`src/rtl/dmem_port_arbiter_if.sv`:
```
// Bus bundle between the two requesters, the arbiter and the word-wide data memory.
// The arbiter uses the slave view; requesters and the memory together form the master view.
interface dmem_port_arbiter_if;
    logic        a_req;
    logic        a_we;
    logic [3:0]  a_be;
    logic [31:0] a_addr;
    logic [31:0] a_wdata;
    logic        a_ack;
    logic        a_err;
    logic [31:0] a_rdata;

    logic        b_req;
    logic        b_we;
    logic [3:0]  b_be;
    logic [31:0] b_addr;
    logic [31:0] b_wdata;
    logic        b_ack;
    logic        b_err;
    logic [31:0] b_rdata;

    logic [31:0] mem_addr;
    logic [31:0] mem_in;
    logic        mem_write;
    logic [31:0] mem_out;
    logic        busy;

    modport slave (
        input  a_req, a_we, a_be, a_addr, a_wdata,
        input  b_req, b_we, b_be, b_addr, b_wdata,
        input  mem_out,
        output a_ack, a_err, a_rdata,
        output b_ack, b_err, b_rdata,
        output mem_addr, mem_in, mem_write, busy
    );

    modport master (
        output a_req, a_we, a_be, a_addr, a_wdata,
        output b_req, b_we, b_be, b_addr, b_wdata,
        output mem_out,
        input  a_ack, a_err, a_rdata,
        input  b_ack, b_err, b_rdata,
        input  mem_addr, mem_in, mem_write, busy
    );
endinterface

```
`src/rtl/dmem_port_arbiter.sv`:
```
// Two-port arbiter and byte-lane read-modify-write sequencer for the big-endian word memory.
// Build option DMEM_ARB_ROUND_ROBIN_EN selects round-robin ties; otherwise port A has fixed priority.

module dmem_port_arbiter_chk (
    input logic clk,
    input logic rst,
    input logic a_ack,
    input logic b_ack,
    input logic a_err,
    input logic b_err,
    input logic mem_write,
    input logic busy
);
    ack_exclusive: assert property (@(posedge clk) disable iff (!rst) !(a_ack && b_ack));
    a_err_with_ack: assert property (@(posedge clk) disable iff (!rst) a_err |-> a_ack);
    b_err_with_ack: assert property (@(posedge clk) disable iff (!rst) b_err |-> b_ack);
    write_while_busy: assert property (@(posedge clk) disable iff (!rst) mem_write |-> busy);
endmodule

module dmem_port_arbiter #(
    parameter int unsigned MEMORY_SIZE = 64
) (
    input logic                clk,
    input logic                rst,
    dmem_port_arbiter_if.slave bus
);
    typedef enum logic [1:0] {
        ST_IDLE   = 2'd0,
        ST_ACCESS = 2'd1,
        ST_MERGE  = 2'd2
    } state_t;

    localparam logic [31:0] LAST_LEGAL = 32'(MEMORY_SIZE - 32'd4);

    // Byte lane i of the word is written when be[i] is set; be[3] is the byte at addr+0.
    function automatic logic [31:0] merge_bytes(input logic [31:0] old_word,
                                                input logic [31:0] new_word,
                                                input logic [3:0]  be);
        logic [31:0] mask;
        mask = {{8{be[3]}}, {8{be[2]}}, {8{be[1]}}, {8{be[0]}}};
        return (new_word & mask) | (old_word & ~mask);
    endfunction

    state_t      state_r;
    state_t      state_s;
    logic        take_s;
    logic        done_s;
    logic        single_s;
    logic        grant_b_s;
    logic        sel_we_s;
    logic [3:0]  sel_be_s;
    logic [31:0] sel_addr_s;
    logic [31:0] sel_wdata_s;
    logic [31:0] rd_value_s;

    logic        port_b_r;
    logic        we_r;
    logic [3:0]  be_r;
    logic [31:0] addr_r;
    logic [31:0] wdata_r;
    logic        oor_r;
    logic [31:0] merge_r;

    logic        a_ack_r;
    logic        b_ack_r;
    logic        a_err_r;
    logic        b_err_r;
    logic [31:0] a_rdata_r;
    logic [31:0] b_rdata_r;

    logic [31:0] mem_addr_s;
    logic [31:0] mem_in_s;
    logic        mem_write_s;

`ifdef DMEM_ARB_ROUND_ROBIN_EN
    logic last_b_r;

    // Tie-break pointer: remembers the most recent winner.
    always_ff @(posedge clk or negedge rst) begin
        if (!rst) begin
            last_b_r <= 1'b1;
        end else if (take_s) begin
            last_b_r <= grant_b_s;
        end
    end

    // Round-robin grant: a tie goes to the port that did not win last.
    always_comb begin
        grant_b_s = 1'b0;
        if (bus.a_req && bus.b_req) begin
            grant_b_s = ~last_b_r;
        end else if (bus.b_req) begin
            grant_b_s = 1'b1;
        end else begin
            grant_b_s = 1'b0;
        end
    end
`else
    // Fixed-priority grant: port A wins every tie.
    always_comb begin
        grant_b_s = 1'b0;
        if (bus.a_req) begin
            grant_b_s = 1'b0;
        end else if (bus.b_req) begin
            grant_b_s = 1'b1;
        end else begin
            grant_b_s = 1'b0;
        end
    end
`endif

    // Request field mux for the winning port.
    always_comb begin
        sel_we_s    = 1'b0;
        sel_be_s    = 4'h0;
        sel_addr_s  = 32'h0;
        sel_wdata_s = 32'h0;
        if (grant_b_s) begin
            sel_we_s    = bus.b_we;
            sel_be_s    = bus.b_be;
            sel_addr_s  = bus.b_addr;
            sel_wdata_s = bus.b_wdata;
        end else begin
            sel_we_s    = bus.a_we;
            sel_be_s    = bus.a_be;
            sel_addr_s  = bus.a_addr;
            sel_wdata_s = bus.a_wdata;
        end
    end

    // State register.
    always_ff @(posedge clk or negedge rst) begin
        if (!rst) begin
            state_r <= ST_IDLE;
        end else begin
            state_r <= state_s;
        end
    end

    // Next-state logic; anything that is not a partial in-range write finishes in ACCESS.
    always_comb begin
        state_s  = state_r;
        take_s   = 1'b0;
        done_s   = 1'b0;
        single_s = oor_r || !we_r || (be_r == 4'b1111) || (be_r == 4'b0000);
        case (state_r)
            ST_IDLE: begin
                if (bus.a_req || bus.b_req) begin
                    take_s  = 1'b1;
                    state_s = ST_ACCESS;
                end else begin
                    state_s = ST_IDLE;
                end
            end
            ST_ACCESS: begin
                if (single_s) begin
                    done_s  = 1'b1;
                    state_s = ST_IDLE;
                end else begin
                    state_s = ST_MERGE;
                end
            end
            ST_MERGE: begin
                done_s  = 1'b1;
                state_s = ST_IDLE;
            end
            default: begin
                state_s = ST_IDLE;
            end
        endcase
    end

    // Latch the granted request; the range check is resolved here for use in ACCESS.
    always_ff @(posedge clk or negedge rst) begin
        if (!rst) begin
            port_b_r <= 1'b0;
            we_r     <= 1'b0;
            be_r     <= 4'h0;
            addr_r   <= 32'h0;
            wdata_r  <= 32'h0;
            oor_r    <= 1'b0;
            merge_r  <= 32'h0;
        end else begin
            if (take_s) begin
                port_b_r <= grant_b_s;
                we_r     <= sel_we_s;
                be_r     <= sel_be_s;
                addr_r   <= sel_addr_s;
                wdata_r  <= sel_wdata_s;
                oor_r    <= (sel_addr_s > LAST_LEGAL);
            end
            if (state_r == ST_ACCESS) begin
                merge_r <= bus.mem_out;
            end
        end
    end

    assign rd_value_s = oor_r ? 32'h0 : bus.mem_out;

    // Completion flags and read data go only to the port that owns the access.
    always_ff @(posedge clk or negedge rst) begin
        if (!rst) begin
            a_ack_r   <= 1'b0;
            b_ack_r   <= 1'b0;
            a_err_r   <= 1'b0;
            b_err_r   <= 1'b0;
            a_rdata_r <= 32'h0;
            b_rdata_r <= 32'h0;
        end else begin
            a_ack_r <= done_s && !port_b_r;
            b_ack_r <= done_s && port_b_r;
            a_err_r <= done_s && !port_b_r && oor_r;
            b_err_r <= done_s && port_b_r && oor_r;
            if (done_s && !port_b_r && !we_r) begin
                a_rdata_r <= rd_value_s;
            end
            if (done_s && port_b_r && !we_r) begin
                b_rdata_r <= rd_value_s;
            end
        end
    end

    // Memory port decode from registered state only, so an async reset kills a write at once.
    always_comb begin
        mem_addr_s  = 32'h0;
        mem_in_s    = 32'h0;
        mem_write_s = 1'b0;
        case (state_r)
            ST_ACCESS: begin
                mem_addr_s = addr_r;
                if (we_r && (be_r == 4'b1111) && !oor_r) begin
                    mem_write_s = 1'b1;
                    mem_in_s    = wdata_r;
                end else begin
                    mem_write_s = 1'b0;
                    mem_in_s    = 32'h0;
                end
            end
            ST_MERGE: begin
                mem_addr_s  = addr_r;
                mem_write_s = 1'b1;
                mem_in_s    = merge_bytes(merge_r, wdata_r, be_r);
            end
            default: begin
                mem_addr_s  = 32'h0;
                mem_in_s    = 32'h0;
                mem_write_s = 1'b0;
            end
        endcase
    end

    assign bus.a_ack     = a_ack_r;
    assign bus.b_ack     = b_ack_r;
    assign bus.a_err     = a_err_r;
    assign bus.b_err     = b_err_r;
    assign bus.a_rdata   = a_rdata_r;
    assign bus.b_rdata   = b_rdata_r;
    assign bus.mem_addr  = mem_addr_s;
    assign bus.mem_in    = mem_in_s;
    assign bus.mem_write = mem_write_s;
    assign bus.busy      = (state_r != ST_IDLE);

    dmem_port_arbiter_chk u_chk (
        .clk       (clk),
        .rst       (rst),
        .a_ack     (a_ack_r),
        .b_ack     (b_ack_r),
        .a_err     (a_err_r),
        .b_err     (b_err_r),
        .mem_write (mem_write_s),
        .busy      (state_r != ST_IDLE)
    );
endmodule

```
`src/flat_wrapper.sv`:
```
// flat-port wrapper written by rule: the top's interface ports become plain ports
module dmem_port_arbiter_flat 
#(
    parameter int unsigned MEMORY_SIZE = 64
)
  (clk, rst, bus_a_req, bus_a_we, bus_a_be, bus_a_addr, bus_a_wdata, bus_b_req, bus_b_we, bus_b_be, bus_b_addr, bus_b_wdata, bus_mem_out, bus_a_ack, bus_a_err, bus_a_rdata, bus_b_ack, bus_b_err, bus_b_rdata, bus_mem_addr, bus_mem_in, bus_mem_write, bus_busy);
  dmem_port_arbiter_if bus_i ();
  input logic clk;
  input logic rst;
  input wire logic [$bits(bus_i.a_req)-1:0] bus_a_req;
  input wire logic [$bits(bus_i.a_we)-1:0] bus_a_we;
  input wire logic [$bits(bus_i.a_be)-1:0] bus_a_be;
  input wire logic [$bits(bus_i.a_addr)-1:0] bus_a_addr;
  input wire logic [$bits(bus_i.a_wdata)-1:0] bus_a_wdata;
  input wire logic [$bits(bus_i.b_req)-1:0] bus_b_req;
  input wire logic [$bits(bus_i.b_we)-1:0] bus_b_we;
  input wire logic [$bits(bus_i.b_be)-1:0] bus_b_be;
  input wire logic [$bits(bus_i.b_addr)-1:0] bus_b_addr;
  input wire logic [$bits(bus_i.b_wdata)-1:0] bus_b_wdata;
  input wire logic [$bits(bus_i.mem_out)-1:0] bus_mem_out;
  output wire logic [$bits(bus_i.a_ack)-1:0] bus_a_ack;
  output wire logic [$bits(bus_i.a_err)-1:0] bus_a_err;
  output wire logic [$bits(bus_i.a_rdata)-1:0] bus_a_rdata;
  output wire logic [$bits(bus_i.b_ack)-1:0] bus_b_ack;
  output wire logic [$bits(bus_i.b_err)-1:0] bus_b_err;
  output wire logic [$bits(bus_i.b_rdata)-1:0] bus_b_rdata;
  output wire logic [$bits(bus_i.mem_addr)-1:0] bus_mem_addr;
  output wire logic [$bits(bus_i.mem_in)-1:0] bus_mem_in;
  output wire logic [$bits(bus_i.mem_write)-1:0] bus_mem_write;
  output wire logic [$bits(bus_i.busy)-1:0] bus_busy;
  assign bus_i.a_req = bus_a_req;
  assign bus_i.a_we = bus_a_we;
  assign bus_i.a_be = bus_a_be;
  assign bus_i.a_addr = bus_a_addr;
  assign bus_i.a_wdata = bus_a_wdata;
  assign bus_i.b_req = bus_b_req;
  assign bus_i.b_we = bus_b_we;
  assign bus_i.b_be = bus_b_be;
  assign bus_i.b_addr = bus_b_addr;
  assign bus_i.b_wdata = bus_b_wdata;
  assign bus_i.mem_out = bus_mem_out;
  assign bus_a_ack = bus_i.a_ack;
  assign bus_a_err = bus_i.a_err;
  assign bus_a_rdata = bus_i.a_rdata;
  assign bus_b_ack = bus_i.b_ack;
  assign bus_b_err = bus_i.b_err;
  assign bus_b_rdata = bus_i.b_rdata;
  assign bus_mem_addr = bus_i.mem_addr;
  assign bus_mem_in = bus_i.mem_in;
  assign bus_mem_write = bus_i.mem_write;
  assign bus_busy = bus_i.busy;
  dmem_port_arbiter #(.MEMORY_SIZE(MEMORY_SIZE)) u_core (.clk(clk), .rst(rst), .bus(bus_i));
endmodule
```
`config.mk`:
```
export PLATFORM = sky130hd
export DESIGN_NAME = dmem_port_arbiter_flat
export DESIGN_NICKNAME = d
export VERILOG_FILES = /design/src/rtl/dmem_port_arbiter_if.sv /design/src/rtl/dmem_port_arbiter.sv /design/src/flat_wrapper.sv
export SDC_FILE = /design/constraint.sdc
export NUM_CORES = 1
export LEC_CHECK = 0
export ABC_CLOCK_PERIOD_IN_PS = 2000
export CORE_MARGIN = 3
export CORE_UTILIZATION = 45
export CTS_CLUSTER_SIZE = 24
export DETAILED_ROUTE_END_ITERATION = 12
export PLACE_DENSITY = 0.87
export SYNTH_ARGS = -nofsm -noshare
export SYNTH_HDL_FRONTEND = slang
export SYNTH_SLANG_ARGS = --single-unit
export TNS_END_PERCENT = 20
```
`constraint.sdc`:
```
create_clock -name clk -period 2 [get_ports clk]
set_input_delay 0.2 -clock clk [delete_from_list [all_inputs] [get_ports clk]]
set_output_delay 0.2 -clock clk [all_outputs]
set_load 0.01 [all_outputs]
```
==> results of run 1 <==
worst paths after layout:
path / slack, ns / end / depth (start not counted) / startpoint
worst max-delay path: -0.13 / bus_mem_in[15] / 7 / u_core.state_r[1]
worst min-delay path: 0.32 / u_core.bus.a_rdata[15] / 2 / rst
worst max register to register: 0.12 / u_core.bus.a_rdata[11] / 7 / u_core.state_r[1]
worst min register to register: 0.48 / u_core.bus.a_rdata[3] / 2 / u_core.bus.a_rdata[3]
max in group asynchronous: 0.99 / u_core.be_r[1] / 3 / rst
min in group clk: 0.40 / u_core.wdata_r[21] / 3 / bus_b_wdata[21]
logic make-up (layout without fill, tap and decap cells):
family	after synthesis	after routing	share of synthesized area, %
DFF	173	173	53.22
and+or+nand+nor	265	265	16.35
AOI/OAI and AO/OA	179	179	13.01
buffers and inverters	68	393	4.030
muxes	101	101	12.92
adders and majority gates	3	3	0.4615
cell type report:
type	count	area, sq um
Clock buffer	19	452.9
Clock inverter	13	106.4
Fill cell	1289	5107
Inverter	6	22.52
Multi-Input combinational cell	548	3716
Sequential cell	173	4329
Tap cell	225	281.5
Timing Repair Buffer	355	3461
worst max-delay path, stage by stage (launching register included):
cell and delay [ns]:
dfrtp_1 0.41, inv_2 0.06, ha_2 0.18, a31o_4 0.24, buf_12 0.15, a32oi_4 0.25, nor2b_4 0.08, buf_6 0.12
power by group through the flow:
stage	clock (mW)	combinational, mW	sequential, mW
floorplan	0	1.05	4.68
global placement	0	2.66	4.64
detailed placement	0	2.74	4.67
CTS	3.20	2.80	4.64
global route	3.35	3.06	4.73
finish	3.14	2.82	4.66
flip-flops by register name, summed over array words and instances (netlist names), 2 cells and up:
register and flops:
u_core.addr_r 32, u_core.be_r 4, u_core.bus.a_rdata 32, u_core.bus.b_rdata 32
u_core.merge_r 32, u_core.state_r 2, u_core.wdata_r 32
routing by layer:
metal  vias up  GRT usage, %  share of wire, %  routed length [microns]
met2       287         44.08                50                    12680
met1      3478         32.91                41                    10480
met4         0         9.689               2.8                      715
met3        40         5.155               6.2                     1581
met5         -             0                 0                        0
li1       3376             -                 -                        -
placed cells by master, fill, tap and decap left out, types with 4 or more instances in the layout:
| cell | count |
|---|---|
| clkdlybuf4s50_1 | 240 |
| dfrtp_1 | 173 |
| nand2_1 | 134 |
| o21ai_1 | 90 |
| mux2i_1 | 69 |
| buf_2 | 52 |
| o21ai_0 | 46 |
| nand2b_1 | 32 |
| mux2_2 | 32 |
| nor2b_1 | 28 |
| buf_4 | 26 |
| and2_1 | 23 |
| a32oi_1 | 19 |
| buf_12 | 18 |
| clkbuf_16 | 17 |
| buf_6 | 15 |
| a32oi_2 | 12 |
| nor4_1 | 12 |
| and2_4 | 10 |
| nor2b_2 | 7 |
| nor2_1 | 5 |
| inv_1 | 4 |
| inv_6 | 4 |
what timing repair did:
item | 4_1_cts | 5_1_grt
hold endpoints to repair | 53 | 0
buffers inserted | 5 | 0
hold buffers | 1 | 0
pin swaps | 19 | 2
resized for setup | 306 | 25
cloned | 2 | 0
endpoints found under the setup margin | 66 | 65
==> results.yml, run 1 <==
outcome:
  status: "finished with violations"
  violations: "setup timing"
power:
  clock_power_share_pct: 29.5
  power_density_mw_per_mm2: 858.2
  pwr-share-seq_pct: 43.9
  p_int_mw: 7.437
  power_switching_mw: 3.178
  p_comb_share_pct: 26.6
  worst_ir_drop_vdd_mv: 0.6159
  switching_share_pct: 29.94
  power.total_mw: 10.62
  power.leakage_nw: 5.520
worst_setup_path:
  crit_path_start_kind: "flip-flop"
  crit_type: "reg2out"
  critPathArrivalTime_ns: 1.93
  crit_required_ns: 1.80
  crit_path_max_fanout: 17
  end_kind: "primary output"
logic_synthesis:
  ys_top_cells_by_count: "173 x dfrtp_1, 134 x nand2_1, 91 x o21ai_1, 69 x mux2i_1, 46 x o21ai_0"
  yosys.area.top_type_share_pct: 53.22
  synth-edff-count: 0
  async_reset_ff_share_pct: 100.0
  ys.flop_type: "dfrtp_1"
  netlist_instances: 789
  ys_seq_area_share_pct: 53.22
  avgSynthCellArea_sq_um: 10.31
  ys_warn_count: 0
  synth_nets: 966
  yosys-top-cells-area: "dfrtp_1 53%, mux2i_1 8.5%, nand2_1 6.2%"
  synth_area_leader_cell: "dfrtp_1"
  yosysUniqueCellTypes: 34
  yosysMostFrequentCell: "dfrtp_1"
  ys_ff_latch: 173
  netlist_area_sq_mm: 0.008134
floorplanning:
  initial_core_util_pct: 46.54
  die_h_microns: 140.4
  ios: 308
  core-area_sq_mm: 0.01748
  die_width_microns: 140.4
  rows: 48
  design.die.area_sq_mm: 0.01972
sta:
  drv_slew: 0
  finalClockSkew_ns: 0.008601
  grt_setup_unrepaired: "yes"
  period_minus_slack_ns: 2.130
  hold_ws_ns: 0.3206
  hold_viol: 0
  slew-limit-headroom_pct: 63.39
  setup_viol: 61
  tightest_slew_ns: 0.5491
  timing.final.crit_share_pct: 106.5
  fin_ws_ns: -0.1299
  clock.fmax_mhz: 469.5
  setup-tns-final_ns: -3.715
global_route:
  antenna_found_initial: 0
  grtUsageTotal_pct: 25.95
  grt_overflow: 0
  grt_pass1_vias: 7471
  grt_max_degree: 65
  grt_pass1_wl_mm: 40.20
clock_network:
  clock_latency_ns: 0.42
  root_buffer: "clkbuf_16"
  cts_made_buffers: 17
  cts_tree: "done"
  clk_pin_slew_ns: 0.07
  cts_max_path_buffers: 2
  htreeDepth: 4
  cts.sinks: 173
placement:
  gp_congestion: 0.8954
  numPortBuffers: 307
  post-place-ws_ns: -0.2542
  dpl.hpwl_mm: 18.78
  placed_area_sq_mm: 0.01169
  dp_cells: 1299
final_layout:
  syn2layout_area_growth_pct: 52.07
  final_core_util_pct: 70.78
  fin_nets: 1278
  layout-drive-gt1-share_pct: 19.84
  insertedDiodeCount: 0
  instances_no_fill: 1339
  fin_area_sq_mm: 0.01237
routing:
  vias_per_cell: 5.363
  routedWlPerCell_microns: 19.01
  dr.pass1.iters: 5
  vias: 7181
  ant_nets: 0
  drc: 0
  drt_first_iter_violations: 355
  routed_wl_mm: 25.46
hold_path:
  min_path_type: "in2async"
job:
  maxCapViolations: 0
(Power assumes the default switching activity.)
==> run 2, diff against run 1 <==
RECOVER_POWER = 50   (was not set)
==> run 2 against run 1 <==
Effect of this change: the run still ends with setup timing left; critical path depth did not move; sequential share of layout area rose by 0.20 points; clock-buffer cell count did not move; first-iteration DRC count rose by 2.3%; sequential power barely moved; power fell by 0.42%; register-to-register slack barely moved; clock skew fell by 0.00051 ns; via count fell by 0.46%; critical endpoint unchanged.
==> results.yml, run 2 (synthesis gave the netlist of run 1 again) <==
outcome:
  status: "finished with violations"
  violations: "setup timing"
floorplanning:
  core-area_sq_mm: 0.01748
  design.die.area_sq_mm: 0.01972
  ios: 308
  rows: 48
  die_h_microns: 140.4
  initial_core_util_pct: 46.54
  die_width_microns: 140.4
placement:
  gp_congestion: 0.8954
  dpl.hpwl_mm: 18.78
  numPortBuffers: 307
  dp_cells: 1299
  post-place-ws_ns: -0.2542
  placed_area_sq_mm: 0.01169
worst_setup_path:
  crit_chain: "inv_2 -> ha_2 -> a31o_4 -> buf_12 -> a32oi_4 -> nor2b_4 -> buf_6"
  crit_path_start_kind: "flip-flop"
  crit_path_max_fanout: 17
  cpMaxStageDelayCell: "dfrtp_1"
  crit_type: "reg2out"
  crit_required_ns: 1.80
  cp_slowest_stage_delay_ns: 0.42
  critPathArrivalTime_ns: 1.94
  end_kind: "primary output"
clock_network:
  clock_latency_ns: 0.42
  cts_made_buffers: 17
  clk_pin_slew_ns: 0.07
  cts.sinks: 173
  cts_max_path_buffers: 2
  cts_tree: "done"
  htreeDepth: 4
  root_buffer: "clkbuf_16"
final_layout:
  layout_commonest_cell: "clkdlybuf4s50_1"
  final_core_util_pct: 70.38
  fin_area_sq_mm: 0.01230
  layout-drive-gt1-share_pct: 19.75
  layout_common_cells: "240 x clkdlybuf4s50_1, 173 x dfrtp_1, 134 x nand2_1, 69 x o21ai_1, 69 x mux2i_1"
  insertedDiodeCount: 0
  fin_nets: 1278
  instances_no_fill: 1339
  syn2layout_area_growth_pct: 51.22
global_route:
  use_met2_pct: 44.08
  grt_overflow: 0
  grtUsageTotal_pct: 25.95
  use_met3_pct: 5.155
  grt_pass1_vias: 7471
  top_usage_layer: "met2"
  grt_max_degree: 65
  grtUsageMet1_pct: 32.91
  antenna_found_initial: 0
  grt_pass1_wl_mm: 40.20
routing:
  dr.pass1.iters: 5
  drt_first_iter_violations: 363
  vias: 7148
  routedWlPerCell_microns: 18.99
  vias_per_cell: 5.338
  routed_wl_mm: 25.43
  ant_nets: 0
  drc: 0
sta:
  grt_setup_unrepaired: "yes"
  finalClockSkew_ns: 0.008090
  fin_ws_ns: -0.1357
  drv_slew: 0
  setup-tns-final_ns: -3.931
  timing.final.crit_share_pct: 106.8
  clock.fmax_mhz: 468.2
  period_minus_slack_ns: 2.136
  slew-limit-headroom_pct: 4.332
  setup_viol: 64
  tightest_slew_ns: 1.435
  hold_viol: 0
job:
  maxCapViolations: 0
hold_path:
  min_path_type: "in2reg"
power:
  power_density_mw_per_mm2: 859.3
  worst_ir_drop_vdd_mv: 0.6161
  power.leakage_nw: 5.496
-- run 2: per-stage QoR --
step,total power [mW],hold slack (ns)
after global routing,11.10,0.4069
after detailed placement,7.406,0.2109
after CTS,10.63,0.3320
after floorplan,5.726,-0.09559
final,10.57,0.4014
after global placement,7.307,0.2010
-- run 2: cell type report --
cell class	instances	area (sq um)
Clock buffer	19	452.9
Timing Repair Buffer	355	3403
Fill cell	1296	5176
Clock inverter	13	106.4
Sequential cell	173	4329
Tap cell	225	281.5
Inverter	6	22.52
Multi-Input combinational cell	548	3705
-- run 2: path summary, 6_finish.rpt --
path / startpoint / end / slack, ns / cells past startpoint
setup / recovery: u_core.state_r[1] / bus_mem_in[15] / -0.14 / 7
hold / removal: bus_mem_out[9] / u_core.bus.b_rdata[9] / 0.40 / 3
setup reg to reg: u_core.state_r[1] / u_core.bus.a_rdata[11] / 0.11 / 7
hold reg to reg: u_core.addr_r[24] / u_core.addr_r[24] / 0.48 / 2
max in group asynchronous: rst / u_core.addr_r[10] / 0.24 / 3
min in group asynchronous: rst / u_core.bus.b_rdata[8] / 0.67 / 2
-- run 2: timing repair --
action	CTS	global route
gates cloned	2	0
endpoints found under the setup margin	66	65
endpoints found under the hold margin	53	0
hold buffers	1	0
pin swaps	19	2
resized for setup	306	25
buffers inserted	5	0
-- run 2: critical path, delay by kind of cell (launching register included) --
family	cells	cell delay, ns
AO/OA/AOI/OAI	2	0.49
adder cells (fa/ha/maj)	1	0.18
buffers and inverters	3	0.33
flip-flops	1	0.42
AND/OR/NAND/NOR	1	0.08
-- run 2: report_power, final --
group | total [mW] | leakage [nW] | internal, mW | switching (mW)
Clock | 3.14 | 0.278 | 1.69 | 1.45
Combinational | 2.78 | 3.02 | 1.53 | 1.25
Sequential | 4.66 | 2.19 | 4.19 | 0.467
-- run 2: layer usage --
metal,wire [microns],vias up
met5,0,-
met2,12660,277
li1,-,3373
met4,725,0
met3,1539,42
met1,10500,3456
==> run 3, diff against run 2 <==
ABC_AREA = 1   (was not set)
CORE_UTILIZATION = 46   (was 45)
==> run 3 against run 2 <==
Effect of this change: the flow still finishes with violations (setup timing); combinational power grew 21%; clock-buffer cell count shrank 1; worst hold slack lost 0.038 ns; die area grew 3.4%; non-clock buffer count grew 25; clock skew grew 0.0010 ns; worst setup slack lost 0.12 ns; cell count grew 25%; routed wire length grew 27%; sequential power grew 4%; critical endpoint is now bus_mem_in[21]; largest power group unchanged.
==> results.yml, run 3 <==
worst_setup_path:
  crit_path_start_kind: "flip-flop"
  timing.rr.start: "u_core.oor_r"
  reg2reg_slack_ns: 0.08
  end_kind: "primary output"
  crit_type: "reg2out"
  reg2regPathDepth: 8
  r2r_end: "u_core.bus.a_rdata[9]"
  crit_required_ns: 1.80
  crit_path_max_fanout: 8
  critPathArrivalTime_ns: 2.05
power:
  clock_power_share_pct: 29.3
  power.total_mw: 11.62
  p_comb_share_pct: 29.0
  power.leakage_nw: 6.250
  pwr-share-seq_pct: 41.6
  power_density_mw_per_mm2: 908.4
  worst_ir_drop_vdd_mv: 0.7497
  power_switching_mw: 3.920
  p_int_mw: 7.696
  switching_share_pct: 33.75
placement:
  dpl.hpwl_mm: 22.46
  numPortBuffers: 307
  placed_area_sq_mm: 0.01210
  gp_congestion: 1.017
sta:
  drv_slew: 0
  slew-limit-headroom_pct: 34.29
  fin_ws_ns: -0.2517
  clock.fmax_mhz: 444.1
  tightest_slew_ns: 0.9856
  grt_setup_unrepaired: "yes"
  period_minus_slack_ns: 2.252
  setup_viol: 33
  finalClockSkew_ns: 0.009113
  hold_viol: 0
  timing.final.crit_share_pct: 112.6
clock_network:
  clock_latency_ns: 0.43
  cts_made_buffers: 17
  clk_pin_slew_ns: 0.07
  root_buffer: "clkbuf_16"
  cts_tree: "done"
  cts_max_path_buffers: 2
  cts.sinks: 173
  htreeDepth: 4
final_layout:
  syn2layout_area_growth_pct: 48.44
  layout_commonest_cell: "nand2_1"
  layout_common_cells: "314 x nand2_1, 225 x clkdlybuf4s50_1, 173 x dfrtp_1, 113 x nor2_1, 93 x o21ai_0"
  multi_input_area_sq_mm: 0.003711
  fin_area_sq_mm: 0.01279
  regArea_sq_mm: 0.004329
  insertedDiodeCount: 0
  fin_nets: 1614
  fill_cells: 1433
  layout-drive-gt1-share_pct: 15.10
routing:
  drt_first_iter_violations: 865
  routed_wl_mm: 32.21
  vias: 9369
  dr.pass1.iters: 6
  drc: 0
  vias_per_cell: 5.580
  routedWlPerCell_microns: 19.18
  ant_nets: 0
global_route:
  grtUsageTotal_pct: 30.45
  grt_pass1_wl_mm: 48.44
  antenna_found_initial: 0
  grt_overflow: 0
  grt_pass1_vias: 9022
  grt_max_degree: 67
floorplanning:
  die_width_microns: 142.8
  die_h_microns: 142.8
  design.die.area_sq_mm: 0.02040
  initial_core_util_pct: 47.31
  ios: 308
  core-area_sq_mm: 0.01821
  rows: 49
hold_path:
  min_path_cells: 3
  min-delay-start: "bus_mem_out[3]"
  holdPathEnd: "u_core.merge_r[3]"
  min_path_type: "in2reg"
outcome:
  status: "finished with violations"
  violations: "setup timing"
logic_synthesis:
  netlist_area_sq_mm: 0.008615
  synth-edff-count: 0
  ys_warn_count: 0
  avgSynthCellArea_sq_um: 7.664
  ys_top_cells_by_count: "315 x nand2_1, 173 x dfrtp_1, 113 x nor2_1, 93 x o21ai_0, 88 x inv_1"
  synth_area_leader_cell: "dfrtp_1"
  async_reset_ff_share_pct: 100.0
  ys.flop_type: "dfrtp_1"
  yosysUniqueCellTypes: 26
  yosysMostFrequentCell: "nand2_1"
  yosys-top-cells-area: "dfrtp_1 50%, nand2_1 14%, o21ai_0 5.4%"
  ys_seq_area_share_pct: 50.25
  netlist_instances: 1124
  ys_ff_latch: 173
  synth_nets: 1301
  yosys.area.top_type_share_pct: 50.25
job:
  maxCapViolations: 0
run 3: cell count changes after synthesis, sizes merged, moves of 33 or more:
| cell | previous run | this run |
|---|---|---|
| nand2b | 33 | 0 |
| inv | 6 | 93 |
| nor2b | 37 | 0 |
| mux2i | 69 | 0 |
| nor2 | 5 | 114 |
| nand4 | 3 | 67 |
| nand3 | 2 | 84 |
| and2 | 33 | 0 |
| nand2 | 134 | 316 |
run 3: cell families (layout without fill, tap and decap cells):
kind of cell	count (synthesis)	in the layout	synth area share, %
AND/OR/NAND/NOR	582	582	28.73
AO/OA/AOI/OAI	183	183	11.08
buffers and inverters	183	509	9.499
flip-flops	173	173	50.25
adder cells (fa/ha/maj)	3	3	0.4358
run 3: how the worst max path moves through the flow:
stage	from	to	slack (ns)
finish	u_core.be_r[2]	bus_mem_in[21]	-0.25
global route	u_core.be_r[2]	bus_mem_in[5]	-0.33
CTS	u_core.state_r[1]	bus_mem_addr[7]	-0.25
detailed placement	u_core.be_r[2]	bus_mem_in[0]	-0.09
global placement	u_core.state_r[1]	bus_mem_in[0]	-0.05
floorplan	u_core.state_r[0]	bus_mem_in[0]	0.30
run 3: stage by stage:
| stage | hold WS [ns] | util, % | worst slack, ns | TNS, ns | cells |
|---|---|---|---|---|---|
| floorplan | -0.09559 | - | 0.2971 | 0 | 1124 |
| global placement | 0.2441 | 66.45 | -0.05413 | -0.2721 | 1635 |
| finish | 0.3634 | 70.23 | -0.2517 | -6.416 | 1679 |
| detailed placement | 0.2501 | 66.45 | -0.08934 | -0.9401 | 1635 |
| global route | 0.3655 | 70.23 | -0.3259 | -9.184 | 1679 |
| CTS | 0.3581 | 69.63 | -0.2549 | -3.577 | 1672 |
run 3: area by class of cell:
class / count / share of cell area (%)
Inverter: 97 / 2.886
Clock inverter: 14 / 1.311
Clock buffer: 18 / 3.434
Timing Repair Buffer: 380 / 27.25
Multi-Input combinational cell: 768 / 29.02
Tap cell: 229 / 2.241
Sequential cell: 173 / 33.86
run 3: power groups by stage:
stage / clock [mW] / combinational [mW] / sequential, mW
after detailed placement: 0 / 3.41 / 4.86
after CTS: 3.42 / 3.40 / 4.81
after global routing: 3.58 / 3.69 / 4.90
final: 3.41 / 3.37 / 4.83
after global placement: 0 / 3.33 / 4.85
after floorplan: 0 / 1.38 / 4.88
run 3: timing repair:
item / in CTS / in global routing
resized for setup: 192 / 93
hold buffers: 1 / 0
gates cloned: 2 / 2
endpoints found under the hold margin: 59 / 0
setup buffers: 2 / 5
pin swaps: 6 / 14
setup endpoints to repair: 66 / 131
run 3: worst max-delay path, stage by stage, from the launching register on:
cell and delay [ns]:
dfrtp_1 0.38, nand4_2 0.15, nor3_2 0.16, nand2_1 0.12, nand2_2 0.10, buf_6 0.13
clkbuf_16 0.18, nand3_4 0.07, a21oi_2 0.16, buf_2 0.15
run 3: per-layer routing:
layer	up-vias	routed length (microns)	global-route usage, %
li1	4280	-	-
met1	4456	12260	37.63
met2	536	16260	52.72
met3	97	2545	6.263
met4	0	1141	11.36
met5	-	0	0
